$ cat config.mk
export PLATFORM = sky130hd
export DESIGN_NAME = popcount_accum
export DESIGN_NICKNAME = d
export VERILOG_FILES = /design/src/rtl/popcount_accum.sv
export SDC_FILE = /design/constraint.sdc
export NUM_CORES = 1
export LEC_CHECK = 0
export ABC_AREA = 1
export BUFFER_PORTS_ARGS = -buffer_cell sky130_fd_sc_hd__buf_2
export CORE_ASPECT_RATIO = 0.7
export CORE_MARGIN = 2
export CORE_UTILIZATION = 40
export CTS_BUF_LIST = sky130_fd_sc_hd__clkbuf_16
export CTS_CLUSTER_SIZE = 40
export DETAILED_ROUTE_END_ITERATION = 10
export HOLD_SLACK_MARGIN = 0.02
export PLACE_DENSITY = 0.69
export SYNTH_ARGS = -nofsm -noshare
export SYNTH_HDL_FRONTEND = slang
export SYNTH_SLANG_ARGS = --single-unit
$ cat constraint.sdc
create_clock -name clk_i -period 1.58 [get_ports clk_i]
set_input_delay 0.316 -clock clk_i [delete_from_list [all_inputs] [get_ports clk_i]]
set_output_delay 0.316 -clock clk_i [all_outputs]
set_load 0.1 [all_outputs]
$ cat src/rtl/popcount_accum.sv
// Frame accumulator for per-word population counts: sums and tracks the peak
// count over frame_words_p words, then presents the result with valid/ready.
module popcount_accum #(
  parameter int width_p       = 8,
  parameter int frame_words_p = 4
) (
  input  logic                                          clk_i,
  input  logic                                          reset_n_i,
  input  logic                                          valid_i,
  input  logic [$clog2(width_p):0]                      count_i,
  output logic                                          ready_o,
  output logic                                          valid_o,
  input  logic                                          ready_i,
  output logic [$clog2(width_p*frame_words_p+1)-1:0]    total_o,
  output logic [$clog2(width_p):0]                      max_o,
  output logic                                          err_o
);

  localparam int cnt_w = $clog2(width_p) + 1;
  localparam int tot_w = $clog2(width_p * frame_words_p + 1);
  localparam int idx_w = $clog2(frame_words_p);

  localparam logic [cnt_w-1:0] width_c = cnt_w'(width_p);
  localparam logic [idx_w-1:0] last_c  = idx_w'(frame_words_p - 1);

  localparam logic [0:0] st_accum = 1'b0;
  localparam logic [0:0] st_hold  = 1'b1;

  logic [0:0]       state_r;
  logic [tot_w-1:0] sum_r;
  logic [cnt_w-1:0] max_r;
  logic [idx_w-1:0] idx_r;
  logic [tot_w-1:0] total_r;
  logic [cnt_w-1:0] max_out_r;
  logic             err_r;

  logic [cnt_w-1:0] eff_s;
  logic [cnt_w-1:0] peak_s;
  logic [tot_w-1:0] sum_next_s;
  logic             ready_s;
  logic             in_hs_s;
  logic             out_hs_s;
  logic             bad_s;

  // Clamp the incoming count, form the handshakes and the next sum/peak.
  always_comb begin
    bad_s = 1'b0;
    eff_s = count_i;
    if (count_i > width_c) begin
      bad_s = 1'b1;
      eff_s = width_c;
    end else begin
      bad_s = 1'b0;
      eff_s = count_i;
    end

    if (state_r == st_hold) begin
      ready_s = ready_i;
    end else begin
      ready_s = 1'b1;
    end

    if (eff_s > max_r) begin
      peak_s = eff_s;
    end else begin
      peak_s = max_r;
    end

    sum_next_s = sum_r + tot_w'(eff_s);
    in_hs_s    = valid_i & ready_s;
    out_hs_s   = (state_r == st_hold) & ready_i;
  end

  // Frame state machine, running accumulators and registered results.
  always_ff @(posedge clk_i) begin
    if (!reset_n_i) begin
      state_r   <= st_accum;
      sum_r     <= '0;
      max_r     <= '0;
      idx_r     <= '0;
      total_r   <= '0;
      max_out_r <= '0;
      err_r     <= 1'b0;
    end else begin
      if (in_hs_s && bad_s) begin
        err_r <= 1'b1;
      end else begin
        err_r <= err_r;
      end

      case (state_r)
        st_accum: begin
          if (in_hs_s) begin
            if (idx_r == last_c) begin
              total_r   <= sum_next_s;
              max_out_r <= peak_s;
              sum_r     <= '0;
              max_r     <= '0;
              idx_r     <= '0;
              state_r   <= st_hold;
            end else begin
              sum_r <= sum_next_s;
              max_r <= peak_s;
              idx_r <= idx_r + idx_w'(1);
            end
          end
        end
        st_hold: begin
          // An input handshake in HOLD can only occur alongside the output one.
          if (out_hs_s) begin
            state_r <= st_accum;
            if (in_hs_s) begin
              sum_r <= tot_w'(eff_s);
              max_r <= eff_s;
              idx_r <= idx_w'(1);
            end else begin
              sum_r <= '0;
              max_r <= '0;
              idx_r <= '0;
            end
          end
        end
        default: begin
          state_r <= st_accum;
          sum_r   <= '0;
          max_r   <= '0;
          idx_r   <= '0;
        end
      endcase
    end
  end

  assign ready_o = ready_s;
  assign valid_o = (state_r == st_hold);
  assign total_o = total_r;
  assign max_o   = max_out_r;
  assign err_o   = err_r;

endmodule
Yosys cells after proc, flatten, opt, wreduce, memory -nomap -nowiden
Index checks and enable logic that the tools add are counted.
- add/sub/neg operators: 2
- order comparisons: 2
- eq/ne operators: 3
- multiplexer cells: 23
- bitwise logic cells: 3
- reduce and logical (&&, ||, !) cells: 3
- operators with widths (operator ; number):
    4-bit 2-to-1 mux ; 7
    6-bit 2-to-1 mux ; 3
    6-bit one-hot mux with 2 select lines ; 1
    4-bit one-hot mux with 2 select lines ; 1
    6-bit by 4-bit adder with 6-bit output ; 1
    1-bit 2-to-1 mux ; 6
    2-bit 2-to-1 mux ; 3
    4-bit greater-than comparator ; 1
    4-bit greater-than comparator, second input constant ; 1
    2-bit one-hot mux with 2 select lines ; 1
    3-bit AND reduction ; 1
    2-bit by 1-bit adder with 2-bit output, second input constant ; 1
    1-bit bitwise AND ; 2
    2-bit equality test, second input constant ; 1
    2-bit by 1-bit inequality test with 1-bit output, second input constant ; 1
    2-bit inequality test, second input constant ; 1
    1-bit one-hot mux with 2 select lines ; 1
    2-bit AND reduction ; 1
    1-bit logical AND ; 1
    1-bit inverter ; 1
- register bits after elaboration: 24
- input port bits: 8
- output and inout bits: 13
- logic and storage cells: 43

Logic depth before layout (Yosys ltp)
- depth after elaboration: 7
- depth in mapped cells: 14
- gate-level depth less buffers: 14

Worst setup path after synthesis
No wires, ideal clock.
- kind: register to register
- start point: register state_r, in the netlist valid_o
- end point: register state_r, in the netlist valid_o
- arrival: 2.178 ns
- data required time: 1.494 ns
- slack: -0.684 ns
- stages on the path, launching flop included: 3
- period minus slack after synthesis: 2.264 ns
- cells stage by stage: dfxtp_1 > nand2_1 > a21oi_1
- longest elaborated chain between the ends: 4
- elaborated cells between the ends (all ways): 7
- ends and longest elaborated chain (item ; RTL line ; text):
    from (decl) ; 29 ; logic [0:0] state_r;
    from (signal assigned) ; 77 ; state_r <= st_accum;
    from (signal assigned) ; 100 ; state_r <= st_hold;
    from (signal assigned) ; 111 ; state_r <= st_accum;
    1-bit 2-to-1 mux ; 57 ; if (state_r == st_hold) begin
    net ready_o ; 11 ; output logic ready_o,
    1-bit bitwise AND ; 70 ; in_hs_s = valid_i & ready_s;
    1-bit 2-to-1 mux ; 93 ; if (in_hs_s) begin
    1-bit one-hot mux with 2 select lines ; 91 ; case (state_r)
The timed path passes the listed nets, and every way through them passes these cells.
A chain may end at the register's enable or synchronous reset.

Worst setup path after layout
- start point: input port count_i[3]
- end point: register total_r[4], in the netlist total_o[4]
- longest elaborated chain between the ends: 3
- ends and longest elaborated chain (item ; RTL line ; text):
    from (decl) ; 10 ; input logic [$clog2(width_p):0] count_i,
    4-bit greater-than comparator ; 49 ; if (count_i > width_c) begin
    4-bit 2-to-1 mux * ; 49 ;
    6-bit by 4-bit adder with 6-bit output * ; 69 ; sum_next_s = sum_r + tot_w'(eff_s);
    to (signal assigned) ; 95 ; total_r <= sum_next_s;
    to (decl) ; 33 ; logic [tot_w-1:0] total_r;
Mark *: on every way between the ends. The rest lies on a longest branch, timed or not.

==> reports/metrics.yaml <==
status: "completed"
critical_path_peak_fanout: 4
grt_max_degree: 17
fin_area_sq_um: 1750
synth_cell_types: 29
post-route-drc-count: 0
dr.pass1.iters: 4
cts_tree: "done"
p_int_mw: 1.13
hold_path.class: "primary input to flop"
hold_path_depth: 3
instances_no_fill: 279
syn_area_sq_um: 1390
synth_seq_area_share: 0.345
htreeDepth: 1
initialDrtViolationCount: 77
clkPwrFrac: 0.338
via_count: 1331
p_leak_nw: 0.919
power_mw: 1.60
rsz0062_at_grt: "yes"
core_sq_um: 3230
relSlewSlack: 0.676
die_w_microns: 74.6
vias_per_cell: 4.77
setup_viol: 0
switching_power_mw: 0.479
drv_slew: 0
topRoutingLayerUsed: "met3"
syn_inst: 201
die_h_microns: 53.4
wl_met2_microns: 1350
place_congestion: 0.963
rows: 17
fin_hold_ws_ns: 0.373
worst_ep_required_time_ns: 1.73
r2r.worst_path.cells: 8
peakVddDrop_mv: 0.567
p_comb_frac: 0.254
power_density_nw_per_um2: 915
seqPwrFrac: 0.408
maxCapViolCount: 0
fillers: 328
syn_nets: 219
port_buffers: 20
utilization: 0.543
hold_buffers: 0
seqCellArea_sq_um: 483
initial_core_util: 0.431
ant_nets: 0
worstSetupStartpointType: "primary input"
placed_area_sq_um: 1640
skew_ns: 0.00241
fin_crit_ns: 1.49
fmax_ghz: 0.673
avgSynthCellArea_sq_um: 6.93
drt-total-wl_microns: 3120
nNetsFinal: 252
n_antenna_cell: 0
met1_length_microns: 1620
io_pins: 21
fp.dieArea_sq_um: 3980
clockRootBuffer: "clkbuf_16"
multi_input_area_sq_um: 806
cts.clk_slew.worst_paths_ns: 0.06
area_delta_synth_final_pct: 25.9
crit_arrival_ns: 1.64
routed-wl-met3_microns: 151
clk_latency_ns: 0.25
layout-drive-gt1-share: 0.254
final.period_utilization: 0.941
track_usage: 0.179
post-place-ws_ns: -0.214
overflow: 0
grt_pass1_vias: 1170
grt_pass1_wl_microns: 5350
tns_ns: 0
post_cts_resized: 0
clockBufferDepth: 2
critPathKind: "primary input to flop"
post_drt_wl_per_cell_microns: 11.2
ys_ff_latch: 24
clkSinkCount: 24
ys_warn_count: 0
numCtsBuffers: 3
placed_cells: 276
hold_violations: 0
dp_hpwl_microns: 2390
postCtsSetupRepairBufs: 0
swShare: 0.299
tightestPinTransition_ns: 0.490
critPathCaptureType: "flop"
setup_slack_ns: 0.0937
antenna_found_initial: 0
==> worst paths after layout <==
kind / start / endpoint / slack, ns
worst max-delay path: count_i[3] / total_o[4]$_SDFFE_PN0P_ / 0.09
worst min-delay path: reset_n_i / total_o[2]$_SDFFE_PN0P_ / 0.37
worst max register to register: sum_r[0]$_SDFFE_PN0P_ / total_o[4]$_SDFFE_PN0P_ / 0.10
worst min register to register: err_o$_SDFFE_PN0P_ / err_o$_SDFFE_PN0P_ / 0.46
==> layout by cell type (no fill, tap or decap) <==
| master | netlist | layout |
|---|---|---|
| o21a_1 | 5 | 5 |
| ha_4 | 0 | 2 |
| inv_2 | 3 | 6 |
| clkbuf_16 | 0 | 3 |
| nand2_1 | 65 | 61 |
| buf_2 | 1 | 19 |
| o311ai_0 | 1 | 1 |
| o21ai_0 | 6 | 6 |
| a21oi_1 | 15 | 14 |
| a31oi_1 | 1 | 1 |
| o21ai_2 | 1 | 1 |
| xor2_1 | 2 | 2 |
| inv_4 | 1 | 1 |
| nor2_4 | 1 | 1 |
| nand3b_1 | 1 | 1 |
| dfxtp_2 | 0 | 2 |
| nand3_1 | 19 | 18 |
| ha_1 | 9 | 7 |
| buf_4 | 0 | 11 |
| nand2_2 | 1 | 5 |
| inv_1 | 31 | 28 |
| o21ai_1 | 1 | 1 |
| nand3_4 | 1 | 1 |
| o211ai_1 | 1 | 1 |
| nor2_1 | 3 | 3 |
| fa_2 | 0 | 1 |
| nand3_2 | 0 | 1 |
| a21oi_2 | 2 | 3 |
| dfxtp_1 | 24 | 22 |
| o21bai_1 | 1 | 1 |
| nand4_1 | 1 | 1 |
| buf_12 | 0 | 1 |
| or2_2 | 1 | 1 |
==> power groups by stage <==
stage	Combinational (mW)	Sequential (mW)	Clock (mW)
3_5_place_dp	0.381	0.667	0
2_1_floorplan	0.233	0.701	0
4_1_cts	0.382	0.653	0.566
6_report	0.408	0.654	0.542
5_1_grt	0.461	0.658	0.595
3_3_place_gp	0.378	0.666	0
==> per-layer routing <==
layer  vias up  GRT usage
met5         -          0
met2        24      0.274
met3         0     0.0514
li1        707          -
met1       600      0.255
met4         0     0.0179
==> area by class of cell <==
cell class              count  share of cell area
clock buffers               3              0.0428
well taps                  47              0.0335
inverters                  35              0.0763
repair buffers             31               0.113
flip-flops and latches     24               0.275
multi-input cells         139               0.459
==> cell families (layout without fill, tap and decap cells) <==
| group | after synthesis | in the layout | synth area share |
|---|---|---|---|
| adder cells (fa/ha/maj) | 10 | 10 | 0.0952 |
| AO/OA/AOI/OAI | 34 | 34 | 0.146 |
| XOR/XNOR | 2 | 2 | 0.0126 |
| AND/OR/NAND/NOR | 93 | 93 | 0.291 |
| flip-flops | 24 | 24 | 0.345 |
| buffers and inverters | 38 | 69 | 0.110 |
==> flip-flops by register name (all words and copies together) (netlist names) <==
| signal | flops |
|---|---|
| max_r | 4 |
| max_o | 4 |
| idx_r | 2 |
| valid_o | 1 |
| sum_r | 6 |
| total_o | 6 |
| err_o | 1 |
==> Yosys cell counts <==
library cell | count | share of area
a21oi_1 | 15 | 0.054
a21oi_2 | 2 | 0.013
a31oi_1 | 1 | 0.0045
buf_2 | 1 | 0.0036
buf_6 | 1 | 0.0081
clkbuf_1 | 1 | 0.0027
dfxtp_1 | 24 | 0.34
fa_1 | 1 | 0.014
ha_1 | 9 | 0.081
inv_1 | 31 | 0.083
inv_2 | 3 | 0.0081
inv_4 | 1 | 0.0045
nand2_1 | 65 | 0.18
nand2_2 | 1 | 0.0045
nand3_1 | 19 | 0.068
nand3_4 | 1 | 0.013
nand3b_1 | 1 | 0.0054
nand4_1 | 1 | 0.0045
nor2_1 | 3 | 0.0081
nor2_4 | 1 | 0.0081
o211ai_1 | 1 | 0.0054
o21a_1 | 5 | 0.027
o21ai_0 | 6 | 0.022
o21ai_1 | 1 | 0.0036
o21ai_2 | 1 | 0.0063
o21bai_1 | 1 | 0.0054
o311ai_0 | 1 | 0.0063
or2_2 | 1 | 0.0045
xor2_1 | 2 | 0.013
==> worst max-delay path, cell delays in order <==
cell      delay [ns]
buf_2           0.09
inv_2           0.05
nand2_1         0.08
inv_1           0.06
ha_1            0.21
fa_2            0.37
nand3_1         0.10
nand3b_1        0.11
nand2_1         0.08
nand2_1         0.05
o211ai_1        0.07
inv_1           0.05
(Power assumes the default switching activity.)
